==> src/rtl/ua_pkg.sv <==
// Shared UA frame constants and FSM state encoding, common to the transmitter and receiver.
package ua_pkg;

  typedef logic [1:0] ua_state_t;

  localparam ua_state_t ST_IDLE  = 2'd0;
  localparam ua_state_t ST_START = 2'd1;
  localparam ua_state_t ST_DATA  = 2'd2;
  localparam ua_state_t ST_STOP  = 2'd3;

  localparam logic        UA_START_BIT          = 1'b0;
  localparam logic        UA_STOP_BIT           = 1'b1;
  localparam int unsigned UA_DATA_BITS          = 8;
  localparam int unsigned UA_OVERSAMPLE_DEFAULT = 16;

endpackage

==> src/rtl/ua_transmitter.sv <==
// UART serializer: start bit, 8 data bits LSB first, STOP_BITS stop bits, with a one-deep
// holding register so consecutive frames leave with no idle gap.
module ua_transmitter
  import ua_pkg::*;
#(
  parameter int unsigned OVERSAMPLE = UA_OVERSAMPLE_DEFAULT,
  parameter int unsigned STOP_BITS  = 1
) (
  input  logic       clk,
  input  logic       rst_n,
  input  logic       enable,
  input  logic [7:0] din_byte,
  input  logic       din_byte_wr,
  output logic       ser_out,
  output logic       tx_rdy,
  output logic       tx_busy
);

  localparam logic [3:0] TICK_LAST = 4'(OVERSAMPLE - 1);
  localparam logic [2:0] BIT_LAST  = 3'(UA_DATA_BITS - 1);

  ua_state_t  state_q, state_d;
  logic [3:0] tick_q, tick_d;
  logic [2:0] bit_idx_q, bit_idx_d;
  logic       stop_cnt_q, stop_cnt_d;
  logic [7:0] shift_q, shift_d;
  logic [7:0] hold_q, hold_d;
  logic       hold_full_q, hold_full_d;
  logic       ser_q, ser_d;
  logic       rdy_q, busy_q;
  logic       bit_end, load;

  always_comb begin
    state_d     = state_q;
    tick_d      = tick_q;
    bit_idx_d   = bit_idx_q;
    stop_cnt_d  = stop_cnt_q;
    shift_d     = shift_q;
    hold_d      = hold_q;
    hold_full_d = hold_full_q;
    ser_d       = ser_q;
    load        = 1'b0;
    bit_end     = enable && (tick_q == TICK_LAST);

    if (enable && (state_q != ST_IDLE)) begin
      tick_d = bit_end ? 4'd0 : tick_q + 4'd1;
    end

    if (enable) begin
      case (state_q)
        ST_IDLE: load = hold_full_q;
        ST_START: begin
          if (bit_end) begin
            state_d   = ST_DATA;
            bit_idx_d = 3'd0;
            ser_d     = shift_q[0];
          end
        end
        ST_DATA: begin
          if (bit_end) begin
            if (bit_idx_q == BIT_LAST) begin
              state_d    = ST_STOP;
              stop_cnt_d = 1'b0;
              ser_d      = UA_STOP_BIT;
            end else begin
              bit_idx_d = bit_idx_q + 3'd1;
              ser_d     = shift_q[bit_idx_q + 3'd1];
            end
          end
        end
        ST_STOP: begin
          if (bit_end) begin
            if ((STOP_BITS == 2) && !stop_cnt_q) begin
              stop_cnt_d = 1'b1;
            end else if (hold_full_q) begin
              load = 1'b1;
            end else begin
              state_d = ST_IDLE;
              ser_d   = UA_STOP_BIT;
            end
          end
        end
        default: state_d = ST_IDLE;
      endcase
    end

    // Loading starts the frame on this same edge, so the start bit appears immediately.
    if (load) begin
      shift_d     = hold_q;
      hold_full_d = 1'b0;
      state_d     = ST_START;
      tick_d      = 4'd0;
      bit_idx_d   = 3'd0;
      ser_d       = UA_START_BIT;
    end

    // rdy_q is low whenever hold is full, so a write can never collide with a load.
    if (din_byte_wr && rdy_q) begin
      hold_d      = din_byte;
      hold_full_d = 1'b1;
    end
  end

  always_ff @(posedge clk or negedge rst_n) begin
    if (!rst_n) begin
      state_q     <= ST_IDLE;
      tick_q      <= 4'd0;
      bit_idx_q   <= 3'd0;
      stop_cnt_q  <= 1'b0;
      shift_q     <= 8'd0;
      hold_q      <= 8'd0;
      hold_full_q <= 1'b0;
      ser_q       <= UA_STOP_BIT;
      rdy_q       <= 1'b1;
      busy_q      <= 1'b0;
    end else begin
      state_q     <= state_d;
      tick_q      <= tick_d;
      bit_idx_q   <= bit_idx_d;
      stop_cnt_q  <= stop_cnt_d;
      shift_q     <= shift_d;
      hold_q      <= hold_d;
      hold_full_q <= hold_full_d;
      ser_q       <= ser_d;
      rdy_q       <= !hold_full_d;
      busy_q      <= (state_d != ST_IDLE);
    end
  end

  assign ser_out = ser_q;
  assign tx_rdy  = rdy_q;
  assign tx_busy = busy_q;

endmodule

==> config.mk <==
export PLATFORM = sky130hd
export DESIGN_NAME = ua_transmitter
export DESIGN_NICKNAME = d
export VERILOG_FILES = /design/src/rtl/ua_pkg.sv /design/src/rtl/ua_transmitter.sv
export SDC_FILE = /design/constraint.sdc
export NUM_CORES = 1
export LEC_CHECK = 0
export BUFFER_PORTS_ARGS = -buffer_cell sky130_fd_sc_hd__buf_2
export CAP_MARGIN = 0
export CORE_UTILIZATION = 26
export CTS_CLUSTER_DIAMETER = 50
export CTS_CLUSTER_SIZE = 20
export DETAILED_ROUTE_END_ITERATION = 8
export PLACE_DENSITY = 0.51
export SLEW_MARGIN = 0
export SYNTH_ARGS = -nofsm -noshare
export SYNTH_HDL_FRONTEND = slang
export SYNTH_SLANG_ARGS = --single-unit
==> constraint.sdc <==
create_clock -name clk -period 4.7 [get_ports clk]
set_input_delay 0.47 -clock clk [delete_from_list [all_inputs] [get_ports clk]]
set_output_delay 0.47 -clock clk [all_outputs]
set_load 0.02 [all_outputs]
# ---- Yosys cells after proc, flatten, opt, wreduce, memory -nomap -nowiden
# Index checks and enable logic that the tools add are counted.
dict set report totals {
  ff_bits 29
  in_bits 12
  output_inout_bits 3
  elab_cells 68
}
dict set report op_classes {
  addsub 2
  magnitude_cmp 1
  eq_ne 10
  n_mux 33
  reduce_logical 13
}
# op count
set op_table {}
lappend op_table {{$mux 3} 5}
lappend op_table {{$ne 3x3->1 const B} 5}
lappend op_table {{$mux 2} 7}
lappend op_table {{$mux 1} 13}
lappend op_table {{$mux 4} 3}
lappend op_table {{$reduce_bool 2->1} 4}
lappend op_table {{$pmux 2 s3} 1}
lappend op_table {{$pmux 3 s2} 1}
lappend op_table {{$reduce_and 6->1} 1}
lappend op_table {{$reduce_and 5->1} 1}
lappend op_table {{$add 4x1->4 const B} 1}
lappend op_table {{$eq 2x2->1 const B} 2}
lappend op_table {{$eq 4x4->1 const B} 1}
lappend op_table {{$lt 3x4->1 const B} 1}
lappend op_table {{$reduce_bool 4->1} 1}
lappend op_table {{$add 3x1->3 const B} 1}
lappend op_table {{$bmux 1 s3} 1}
lappend op_table {{$eq 3x3->1 const B} 1}
lappend op_table {{$logic_and 1x1->1} 3}
lappend op_table {{$pmux 1 s3} 1}
lappend op_table {{$reduce_bool 3->1} 1}
lappend op_table {{$eq 2x1->1 const B} 1}
lappend op_table {{$logic_not 2->1} 1}
lappend op_table {{$pmux 1 s2} 1}
lappend op_table {{$logic_not 1->1} 1}

# ---- Longest topological paths before layout
dict set report depth {
  word_depth 8
  depth_mapped 7
  ltp_nobuf 6
}

# ---- Worst setup path before layout
# OpenSTA, ideal clock, no wires.
dict set report synth_path {
  path_kind {register -> register}
  startpoint {reg bit_idx_q[0]}
  endpoint {reg bit_idx_q[1]}
  setup_time_ns 0.083
  arrival_time_ns 1.598
  t_required_ns 4.617
  setup_slack_ns 3.019
  path_stages_with_launch 7
  path_buffers 0
  period_less_slack_ns 1.681
  cell_sequence {dfrtp_1 > ha_1 > ha_1 > or2b_2 > a31oi_1 > nand4_1 > o21ai_0}
}
dict set report synth_via {
  elab_chain_cells 6
  word_cells_on_any_way 9
  classes_between {1 x add/sub; 2 x eq/ne; 5 x mux; 1 x reduce/logical}
}
# item line
set synth_rtl {}
lappend synth_rtl {{from (decl)} ua_transmitter.sv:24} ;# logic [2:0] bit_idx_q, bit_idx_d;
lappend synth_rtl {{from (signal assigned)} ua_transmitter.sv:119} ;# bit_idx_q <= bit_idx_d;
lappend synth_rtl {{$add 3x1->3} ua_transmitter.sv:66} ;# bit_idx_d = bit_idx_q + 3'd1;
lappend synth_rtl {{$mux 3} ua_transmitter.sv:61} ;# if (bit_idx_q == BIT_LAST) begin
lappend synth_rtl {{$mux 3} ua_transmitter.sv:60} ;# if (bit_end) begin
lappend synth_rtl {{$pmux 3 s2} ua_transmitter.sv:50} ;# case (state_q)
lappend synth_rtl {{$mux 3} ua_transmitter.sv:49} ;# if (enable) begin
lappend synth_rtl {{$mux 3} ua_transmitter.sv:88} ;# if (load) begin
# Several ways; a longest one is shown, not always the timed one. The select of a mux whose other input is x is not followed.
# A chain may end at the register's enable or synchronous reset.

# ---- Final worst setup path
dict set report layout_path {
  startpoint {reg state_q[0]}
  endpoint {reg shift_q[3]}
}
dict set report layout_via {
  elab_chain_cells 3
  word_cells_on_any_way 4
  classes_between {1 x eq/ne; 2 x mux; 1 x reduce/logical}
}
# item line
set layout_rtl {}
lappend layout_rtl {{from (decl)} ua_transmitter.sv:22} ;# ua_state_t state_q, state_d;
lappend layout_rtl {{from (signal assigned)} ua_transmitter.sv:117} ;# state_q <= state_d;
lappend layout_rtl {{$eq 2x2->1 or $logic_not 2->1 (tied branches)} ua_transmitter.sv:50}
lappend layout_rtl {{$pmux 1 s2 *} ua_transmitter.sv:50}
lappend layout_rtl {{$mux 1 *} ua_transmitter.sv:49}
lappend layout_rtl {{to (signal assigned)} ua_transmitter.sv:121} ;# shift_q <= shift_d;
lappend layout_rtl {{to (decl)} ua_transmitter.sv:26} ;# logic [7:0] shift_q, shift_d;
# Every way passes the cells marked *; elsewhere a longest branch is shown, timed or not.

==> results.cfg <==
[route]
viasPerCell = 4.70
drt_first_iter_violations = 88
drtAntennaViolNets = 0
wire_per_inst_um = 13.1
drt-pass1-iter-count = 5
drcViolationCount = 0
vias = 1062
drt-total-wl_um = 2950

[global_routing]
grt_pass1_vias = 1104
antenna_found_initial = 0
grt_usage_pct = 11.2
grt_first_pass_wirelength_um = 5200
grt_max_degree = 30
grt.overflow.total = 0

[synth]
yosys-top-cells-area = dfrtp_1 (46%), nand2_1 (9.5%), mux2_2 (6.9%)
synth_area_leader_cell = dfrtp_1
synth.avg_cell_area_sq_um = 10.6
post-synth-top-area-fraction_pct = 46.2
yosys_warnings = 0
ys_seq_area_share_pct = 49.8
synthCells = 138
syn-cell-area_sq_um = 1460
ys_types = 34
ys_ff_latch = 29
synth_fp_nets = 158

[worst_setup_path]
cp-end-kind = flop
criticalPathCategory = reg -> reg
ff2ff_setup_slack_ns = 2.40
required_ns = 4.92
start_kind = flop
reg2regPathDepth = 6
critPathArrivalTime_ns = 2.51
worstSetupEndpoint = shift_q[3]
rr_startpoint = state_q[0]
r2r-end = shift_q[3]
crit_path_max_fanout = 11
worstSetupStartpoint = state_q[0]

[place]
placedCellCount = 218
numPortBuffers = 14
dp_hpwl_um = 2150
place_congestion = 0.856

[die]
die_w_um = 77.0
initial_core_util_pct = 27.7
core_sq_um = 5270
row_count = 26
die-area_sq_um = 5920
io_pins = 15
fp.dieH_um = 77.0

[sta]
skew_ns = 0.00523
slew_violations = 0
relSlewSlack_pct = 20.9
setup-violations-final = 0
worst_pin_slew_ns = 1.17
finalCritPeriodShare_pct = 48.9
hold_violations = 0
max_freq_mhz = 435
post-route-min-period_ns = 2.30
rsz0062_at_grt = no
whs_ns = 0.210
tns_ns = 0

[clocking]
clk_pin_slew_ns = 0.07
h-tree-depth = 2
root_buffer = clkbuf_8
ctsResizeCount = 0
cts_buffers = 5
clk_latency_ns = 0.28
cts_tree = built
clockBufferDepth = 2
cts_setup_buffers = 0
cts.sink_count = 29
ctsHoldBuffers = 0

[cells_and_area]
antenna_cells = 0
fin_nets = 175
drive_above_1_share_pct = 23.7
fin_cells = 226
syn2layout_area_growth_pct = 17.1

[outcome]
status = finished, final reports clean

[power]
powerDensity_nw_per_um2 = 553
ir_drop_v = 0.000217
leakage_uw = 0.000796

[job]
cap_violations = 0

[worst_hold_path]
min_path_type = in -> async
==> state kept, by name (all words and copies together), names as in the netlist <==
name / flops
bit_idx_q: 3
hold_full_q: 1
hold_q: 8
ser_out: 1
shift_q: 8
state_q: 2
tick_q: 4
tx_busy: 1
tx_rdy: 1
==> power by group <==
| part | switching (uW) | internal (uW) |
|---|---|---|
| Sequential | 65.4 | 350 |
| Clock | 97.8 | 172 |
| Combinational | 142 | 120 |
==> worst max-delay path: stages (launching register included) <==
cell and delay [ns]:
dfrtp_1 0.40, inv_1 0.10, ha_1 0.33, nand4b_1 0.23, o21ai_0 0.94, nand2_1 0.13
nand2_1 0.10
==> final cells by class <==
class | instances | area [sq um]
tap | 70 | 87.6
clock inverter | 2 | 37.5
fill | 558 | 3560
timing repair buffer | 14 | 70.1
multi-input combinational | 102 | 694
sequential | 29 | 728
inverter | 3 | 11.3
clock buffer | 6 | 82.6
==> worst min-delay path by stage <==
| stage | slack [ns] | start | end | depth (start not counted) |
|---|---|---|---|---|
| after detailed placement | 0.46 | shift_q[7] | shift_q[7] | 2 |
| after global placement | 0.44 | shift_q[2] | shift_q[2] | 2 |
| after floorplan | 0.17 | rst_n | bit_idx_q[0] | 0 |
| after CTS | 0.23 | rst_n | tick_q[0] | 1 |
| after global routing | 0.26 | rst_n | state_q[0] | 1 |
| final | 0.21 | rst_n | tick_q[0] | 1 |
==> kinds of logic (layout without fill, tap and decap cells) <==
logic type	Yosys count	count (layout)	synth area share, %
AND/OR/NAND/NOR	61	61	19.9
AO/OA/AOI/OAI	21	21	9.59
multiplexers	11	11	10.5
flip-flops	29	29	49.8
XOR/XNOR	1	1	0.599
buffers and inverters	7	25	2.65
adder cells (fa/ha/maj)	8	8	6.85
==> per-layer routing <==
metal  GRT usage, %  vias to the layer above  share of wire [%]
li1               -                      521                  -
met1           13.4                      505                 46
met2           18.3                       28                 48
met3           3.57                        8                3.8
met4           5.09                        0                2.0
met5              0                        -                  0
==> cell usage in the layout, fill, tap and decap left out, types with 2 or more instances in the layout <==
master    Yosys  routed
nand3_1       4       4
mux2_2        9       9
dfrtp_1      27      27
dfstp_2       2       2
buf_2         2      14
o21ai_0       8       8
a21oi_1       3       3
nor2_1        3       3
clkbuf_8      1       6
nand2_1      37      37
inv_1         3       3
nand4b_1      4       4
nand2b_1      2       2
nand4_1       3       3
mux4_1        2       2
ha_1          8       8
nor3_1        2       2
a211o_1       2       2
==> stage by stage <==
step           setup WS [ns]  util, %  power [uW]  instance area [sq um]
2_1_floorplan           3.02        -         609                   1460
3_3_place_gp            2.46     30.2         668                   1590
3_5_place_dp            2.42     30.2         684                   1590
4_1_cts                 2.37     32.5         958                   1710
5_1_grt                 2.19     32.5        1020                   1710
6_report                2.40     32.5         947                   1710
==> synthesized netlist by cell type <==
| master | count |
|---|---|
| clkbuf_8 | 1 |
| nand4b_1 | 4 |
| ha_1 | 8 |
| a21oi_1 | 3 |
| and3_2 | 1 |
| or2b_2 | 1 |
| and4_2 | 1 |
| nand3_1 | 4 |
| nor3_1 | 2 |
| mux4_1 | 2 |
| xor2_1 | 1 |
| inv_1 | 3 |
| buf_2 | 2 |
| dfstp_2 | 2 |
| a31oi_1 | 1 |
| nor2_1 | 3 |
| nand2_1 | 37 |
| and3_1 | 1 |
| o31ai_2 | 1 |
| and2_1 | 1 |
| o311ai_0 | 1 |
| a211oi_1 | 1 |
| nand2b_1 | 2 |
| o2bb2ai_1 | 1 |
| clkbuf_1 | 1 |
| nand4_1 | 3 |
| o211ai_1 | 1 |
| a211o_1 | 2 |
| dfrtp_1 | 27 |
| mux2_2 | 9 |
| a2111oi_0 | 1 |
| o21ai_0 | 8 |
| o21a_1 | 1 |
| nor2b_1 | 1 |
Note: power is estimated with default switching activity, not from simulation.
